===== config.mk =====
export PLATFORM = sky130hd
export DESIGN_NAME = apb_master_bridge_flat
export DESIGN_NICKNAME = d
export VERILOG_FILES = /design/src/rtl/apb_master_bridge_if.sv /design/src/rtl/apb_master_bridge.sv /design/src/flat_wrapper.sv
export SDC_FILE = /design/constraint.sdc
export NUM_CORES = 1
export LEC_CHECK = 0
export BUFFER_PORTS_ARGS = -buffer_cell sky130_fd_sc_hd__buf_2
export CORE_ASPECT_RATIO = 1.25
export CORE_MARGIN = 5
export CORE_UTILIZATION = 40
export CTS_CLUSTER_SIZE = 10
export DETAILED_ROUTE_END_ITERATION = 7
export GPL_ROUTABILITY_DRIVEN = 0
export PLACE_DENSITY_LB_ADDON = 0.25
export SETUP_SLACK_MARGIN = 0.1
export SYNTH_ARGS = -nofsm -noshare
export SYNTH_HDL_FRONTEND = slang
export SYNTH_SLANG_ARGS = --single-unit

===== constraint.sdc =====
create_clock -name clk -period 3.56 [get_ports clk]
set_input_delay 0.178 -clock clk [delete_from_list [all_inputs] [get_ports clk]]
set_output_delay 0.178 -clock clk [all_outputs]
set_load 0.1 [all_outputs]

===== src/rtl/apb_master_bridge_if.sv =====
// Local command/response port plus APB requester bus of apb_master_bridge.
// The master modport is the bridge side; the slave modport is the environment side.
interface apb_master_bridge_if #(
  parameter int unsigned ADDR_W = 8,
  parameter int unsigned DATA_W = 8
);
  logic              cmd_valid;
  logic              cmd_ready;
  logic              cmd_write;
  logic [ADDR_W-1:0] cmd_addr;
  logic [DATA_W-1:0] cmd_wdata;
  logic              rsp_valid;
  logic [DATA_W-1:0] rsp_rdata;
  logic              rsp_err;
  logic              rsp_timeout;
  logic              psel;
  logic              penable;
  logic              pwrite;
  logic [ADDR_W-1:0] paddr;
  logic [DATA_W-1:0] pwdata;
  logic [DATA_W-1:0] prdata;
  logic              pready;
  logic              pslverr;

  modport master (
    input  cmd_valid, cmd_write, cmd_addr, cmd_wdata, prdata, pready, pslverr,
    output cmd_ready, rsp_valid, rsp_rdata, rsp_err, rsp_timeout,
           psel, penable, pwrite, paddr, pwdata
  );

  modport slave (
    output cmd_valid, cmd_write, cmd_addr, cmd_wdata, prdata, pready, pslverr,
    input  cmd_ready, rsp_valid, rsp_rdata, rsp_err, rsp_timeout,
           psel, penable, pwrite, paddr, pwdata
  );
endinterface


===== src/rtl/apb_master_bridge.sv =====
// APB requester: one command at a time through SETUP/ACCESS, one response pulse per command,
// with an ACCESS-phase timeout guarding against a hung slave. All outputs are registered.
module apb_master_bridge #(
  parameter int unsigned ADDR_W  = 8,
  parameter int unsigned DATA_W  = 8,
  parameter int unsigned TIMEOUT = 16
) (
  input logic               clk,
  input logic               reset,
  apb_master_bridge_if.master bus
);
  localparam int unsigned CntW = $clog2(TIMEOUT + 1);
  localparam logic [CntW-1:0] TimeoutCnt = CntW'(TIMEOUT);

  typedef enum logic [1:0] {StIdle, StSetup, StAccess} state_e;

  state_e            state_q, state_d;
  logic [CntW-1:0]   cnt_q, cnt_d;
  logic [CntW-1:0]   cnt_inc;
  logic              cmd_ready_q, cmd_ready_d;
  logic              psel_q, psel_d;
  logic              penable_q, penable_d;
  logic              pwrite_q, pwrite_d;
  logic [ADDR_W-1:0] paddr_q, paddr_d;
  logic [DATA_W-1:0] pwdata_q, pwdata_d;
  logic              rsp_valid_q, rsp_valid_d;
  logic [DATA_W-1:0] rsp_rdata_q, rsp_rdata_d;
  logic              rsp_err_q, rsp_err_d;
  logic              rsp_timeout_q, rsp_timeout_d;
  logic              exit_access;

  assign cnt_inc = cnt_q + 1'b1;

  always_comb begin
    state_d       = state_q;
    cnt_d         = cnt_q;
    cmd_ready_d   = 1'b0;
    psel_d        = 1'b0;
    penable_d     = 1'b0;
    pwrite_d      = pwrite_q;
    paddr_d       = paddr_q;
    pwdata_d      = pwdata_q;
    rsp_valid_d   = 1'b0;
    rsp_rdata_d   = '0;
    rsp_err_d     = 1'b0;
    rsp_timeout_d = 1'b0;
    exit_access   = 1'b0;

    unique case (state_q)
      StIdle: begin
        cnt_d       = '0;
        cmd_ready_d = 1'b1;
        if (bus.cmd_valid && cmd_ready_q) begin
          pwrite_d    = bus.cmd_write;
          paddr_d     = bus.cmd_addr;
          pwdata_d    = bus.cmd_wdata;
          psel_d      = 1'b1;
          cmd_ready_d = 1'b0;
          state_d     = StSetup;
        end
      end
      StSetup: begin
        psel_d    = 1'b1;
        penable_d = 1'b1;
        cnt_d     = '0;
        state_d   = StAccess;
      end
      StAccess: begin
        psel_d    = 1'b1;
        penable_d = 1'b1;
        cnt_d     = cnt_inc;
        // pslverr beats pready, and either beats a timeout in the same cycle.
        if (bus.pslverr) begin
          exit_access = 1'b1;
          rsp_err_d   = 1'b1;
        end else if (bus.pready) begin
          exit_access = 1'b1;
          rsp_rdata_d = pwrite_q ? '0 : bus.prdata;
        end else if (cnt_inc == TimeoutCnt) begin
          exit_access   = 1'b1;
          rsp_err_d     = 1'b1;
          rsp_timeout_d = 1'b1;
        end
        if (exit_access) begin
          state_d     = StIdle;
          cnt_d       = '0;
          psel_d      = 1'b0;
          penable_d   = 1'b0;
          cmd_ready_d = 1'b1;
          rsp_valid_d = 1'b1;
        end
      end
      default: begin
        state_d = StIdle;
      end
    endcase
  end

  always_ff @(posedge clk) begin
    if (reset) begin
      state_q       <= StIdle;
      cnt_q         <= '0;
      cmd_ready_q   <= 1'b0;
      psel_q        <= 1'b0;
      penable_q     <= 1'b0;
      pwrite_q      <= 1'b0;
      paddr_q       <= '0;
      pwdata_q      <= '0;
      rsp_valid_q   <= 1'b0;
      rsp_rdata_q   <= '0;
      rsp_err_q     <= 1'b0;
      rsp_timeout_q <= 1'b0;
    end else begin
      state_q       <= state_d;
      cnt_q         <= cnt_d;
      cmd_ready_q   <= cmd_ready_d;
      psel_q        <= psel_d;
      penable_q     <= penable_d;
      pwrite_q      <= pwrite_d;
      paddr_q       <= paddr_d;
      pwdata_q      <= pwdata_d;
      rsp_valid_q   <= rsp_valid_d;
      rsp_rdata_q   <= rsp_rdata_d;
      rsp_err_q     <= rsp_err_d;
      rsp_timeout_q <= rsp_timeout_d;
    end
  end

  assign bus.cmd_ready   = cmd_ready_q;
  assign bus.psel        = psel_q;
  assign bus.penable     = penable_q;
  assign bus.pwrite      = pwrite_q;
  assign bus.paddr       = paddr_q;
  assign bus.pwdata      = pwdata_q;
  assign bus.rsp_valid   = rsp_valid_q;
  assign bus.rsp_rdata   = rsp_rdata_q;
  assign bus.rsp_err     = rsp_err_q;
  assign bus.rsp_timeout = rsp_timeout_q;
endmodule


===== src/flat_wrapper.sv =====
// flat-port wrapper written by rule: the top's interface ports become plain ports
module apb_master_bridge_flat 
#(
  parameter int unsigned ADDR_W  = 8,
  parameter int unsigned DATA_W  = 8,
  parameter int unsigned TIMEOUT = 16
)
  (clk, reset, bus_cmd_valid, bus_cmd_write, bus_cmd_addr, bus_cmd_wdata, bus_prdata, bus_pready, bus_pslverr, bus_cmd_ready, bus_rsp_valid, bus_rsp_rdata, bus_rsp_err, bus_rsp_timeout, bus_psel, bus_penable, bus_pwrite, bus_paddr, bus_pwdata);
  apb_master_bridge_if #(.ADDR_W(ADDR_W), .DATA_W(DATA_W)) bus_i ();
  input logic clk;
  input logic reset;
  input wire logic [$bits(bus_i.cmd_valid)-1:0] bus_cmd_valid;
  input wire logic [$bits(bus_i.cmd_write)-1:0] bus_cmd_write;
  input wire logic [$bits(bus_i.cmd_addr)-1:0] bus_cmd_addr;
  input wire logic [$bits(bus_i.cmd_wdata)-1:0] bus_cmd_wdata;
  input wire logic [$bits(bus_i.prdata)-1:0] bus_prdata;
  input wire logic [$bits(bus_i.pready)-1:0] bus_pready;
  input wire logic [$bits(bus_i.pslverr)-1:0] bus_pslverr;
  output wire logic [$bits(bus_i.cmd_ready)-1:0] bus_cmd_ready;
  output wire logic [$bits(bus_i.rsp_valid)-1:0] bus_rsp_valid;
  output wire logic [$bits(bus_i.rsp_rdata)-1:0] bus_rsp_rdata;
  output wire logic [$bits(bus_i.rsp_err)-1:0] bus_rsp_err;
  output wire logic [$bits(bus_i.rsp_timeout)-1:0] bus_rsp_timeout;
  output wire logic [$bits(bus_i.psel)-1:0] bus_psel;
  output wire logic [$bits(bus_i.penable)-1:0] bus_penable;
  output wire logic [$bits(bus_i.pwrite)-1:0] bus_pwrite;
  output wire logic [$bits(bus_i.paddr)-1:0] bus_paddr;
  output wire logic [$bits(bus_i.pwdata)-1:0] bus_pwdata;
  assign bus_i.cmd_valid = bus_cmd_valid;
  assign bus_i.cmd_write = bus_cmd_write;
  assign bus_i.cmd_addr = bus_cmd_addr;
  assign bus_i.cmd_wdata = bus_cmd_wdata;
  assign bus_i.prdata = bus_prdata;
  assign bus_i.pready = bus_pready;
  assign bus_i.pslverr = bus_pslverr;
  assign bus_cmd_ready = bus_i.cmd_ready;
  assign bus_rsp_valid = bus_i.rsp_valid;
  assign bus_rsp_rdata = bus_i.rsp_rdata;
  assign bus_rsp_err = bus_i.rsp_err;
  assign bus_rsp_timeout = bus_i.rsp_timeout;
  assign bus_psel = bus_i.psel;
  assign bus_penable = bus_i.penable;
  assign bus_pwrite = bus_i.pwrite;
  assign bus_paddr = bus_i.paddr;
  assign bus_pwdata = bus_i.pwdata;
  apb_master_bridge #(.ADDR_W(ADDR_W), .DATA_W(DATA_W), .TIMEOUT(TIMEOUT)) u_core (.clk(clk), .reset(reset), .bus(bus_i));
endmodule

==> impl_metrics.py <==
metrics = {
    "floorplan": {
        "die_x_um": 64.39,
        "core-area_um2": 3543,
        "initial_core_util_pct": 41.74,
        "io_pins": 61,
        "die_height_um": 77.98,
        "std_cell_rows": 24,
        "dieArea_um2": 5021,
    },
    "sta": {
        "post-route-period-util_pct": 49.85,
        "slew_violations": 0,
        "slew_headroom_pct": 50.19,
        "fin_setup_tns_ns": 0,
        "period_needed_ns": 1.775,
        "final.setup_skew_ns": 0.006879,
        "rsz0062_at_grt": "no",
        "timing.fmax_mhz": 563.5,
        "worst_pin_slew_ns": 0.7393,
        "hold_violations": 0,
        "setup_viol": 0,
    },
    "grt": {
        "antenna_found_initial": 0,
        "grt_max_degree": 29,
        "track_usage_pct": 13.87,
        "grt.overflow.total": 0,
        "grt_pass1_vias": 1245,
        "grt_pass1_wl_um": 5478,
    },
    "synth": {
        "ys_ff_latch": 38,
        "synth.most_common_cell": "nand2_1",
        "synth_cells": 170,
        "synthTopCellsByCount": "nand2_1, dfxtp_1, a21oi_1",
        "seq_area_frac_synth_pct": 51.44,
        "synthTopCellsByArea": "dfxtp_1, nand2_1, a21oi_1, ha_1, and2_1",
        "syn_avg_cell_area_um2": 8.700,
        "synthArstFlopShare_pct": 0,
        "synth-edff-count": 0,
        "synth_warnings": 0,
        "ys_types": 30,
        "synth_area_um2": 1479,
        "synth_nets": 207,
        "ys.flop_type": "dfxtp_1",
        "yosysTopAreaCell": "dfxtp_1",
        "synth_top_area_share_pct": 51.44,
    },
    "cts": {
        "cts_buffers": 5,
        "cts-root-buf": "clkbuf_8",
        "cts.path.max_buffers": 2,
        "post_cts_buffers": 0,
        "cts_hold_buf": 0,
        "cts_max_level": 2,
        "clk_pin_slew_ns": 0.07,
        "cts_sinks": 38,
        "cts_resized": 0,
        "cts_tree": "done",
        "clock_latency_ns": 0.28,
    },
    "critical_path": {
        "cp_max_fo": 6,
        "arrival_ns": 1.99,
        "r2r_slack_ns": 1.79,
        "cp.required_ns": 3.78,
        "cp-start-kind": "flip-flop",
        "end_kind": "flip-flop",
        "path_class": "flip-flop to flip-flop",
    },
    "place": {
        "portBuffers": 60,
        "dp_cells": 262,
        "placed_area_um2": 1802,
        "hpwl_um": 2385,
    },
    "cells_and_area": {
        "diodes": 0,
        "fillCellCount": 327,
        "synthToLayoutAreaGrowth_pct": 31.47,
        "utilization_pct": 54.87,
        "drive_above_1_share_pct": 31.17,
        "finalInstanceArea_um2": 1944,
        "fin_nets": 267,
        "final_cells": 270,
    },
    "status": {
        "status": "completed",
    },
    "drt": {
        "firstDrtPassIters": 4,
        "routed_wl_um": 3299,
        "ant_nets": 0,
        "vias": 1305,
        "first_iter_violations": 68,
        "drc": 0,
        "wire_per_inst_um": 12.22,
        "avgViaCountPerCell": 4.833,
    },
    "worst_hold_path": {
        "hold_class": "input pin to flip-flop",
    },
    "power": {
        "p_total_mw": 1.120,
        "p_leak_nw": 0.8906,
        "p_per_area_nw_per_um2": 576.2,
        "vdd_drop_max_mv": 0.4292,
    },
    "job": {
        "cap_violations": 0,
    },
}
-- cell families after synthesis --
logic type,share of synthesized area [%]
flops,51.44
simple gates,25.72
compound gates,13.20
buf+inv,3.045
mux,0.6768
fa+ha+maj,5.922
-- per-stage QoR --
step,setup WS [ns],hold slack [ns]
after global routing,1.663,0.07558
after CTS,1.790,0.07904
final,1.785,0.08834
after floorplan,1.577,0.2554
after global placement,1.825,0.3774
after detailed placement,1.790,0.3806
-- layout by cell type, fill, tap and decap left out, types with 4 or more instances in the layout --
master,n
buf_2,60
clkbuf_8,6
nand3_1,5
inv_1,4
dfxtp_1,38
nand2_1,46
a21oi_1,22
ha_1,7
and2_1,9
-- sequential cells by signal, summed over array words and instances (netlist names) --
signal                  cells
u_core.state_q              2
u_core.bus.rsp_err          1
u_core.bus.rsp_rdata        8
u_core.bus.pwrite           1
u_core.bus.rsp_valid        1
u_core.bus.cmd_ready        1
u_core.bus.penable          1
u_core.cnt_q                5
u_core.bus.psel             1
u_core.bus.paddr            8
u_core.bus.pwdata           8
u_core.bus.rsp_timeout      1
-- final timing paths --
path,from,to,depth (start not counted)
min,bus_prdata[4],u_core.bus.rsp_rdata[4],2
max reg2reg,u_core.state_q[0],u_core.cnt_q[2],5
min reg2reg,u_core.bus.paddr[1],u_core.bus.paddr[1],2
max,u_core.state_q[0],u_core.cnt_q[2],5
-- report_power, final --
part | leakage, nW | internal (mW) | total, mW | switching (mW)
registers | 0.308 | 0.444 | 0.455 | 0.0106
clock network | 0.0714 | 0.299 | 0.445 | 0.146
logic | 0.511 | 0.0449 | 0.221 | 0.176
-- area by class of cell --
type / instances / area, um^2 / area share, %
Sequential cell: 38 / 760.7 / 39.12
Tap cell: 39 / 48.80 / 2.510
Multi-Input combinational cell: 120 / 673.1 / 34.62
Clock buffer: 6 / 82.58 / 4.247
Timing Repair Buffer: 60 / 300.3 / 15.44
Inverter: 5 / 18.77 / 0.9653
Clock inverter: 2 / 60.06 / 3.089
-- per-layer routing --
metal  vias to the layer above  share of wire (%)  track usage [%]
met5                         -                  0                0
met4                         0               0.88            6.342
met3                         4                6.8            4.480
met2                        36                 49            23.76
met1                       574                 43            15.49
li1                        691                  -                -
-- critical path: stages (launching register included) --
cell,delay [ns]
dfxtp_1,0.37
inv_1,0.10
ha_1,0.19
or3b_4,0.41
or4b_1,0.50
a21oi_1,0.14
Power figures use the tool's default switching activity.
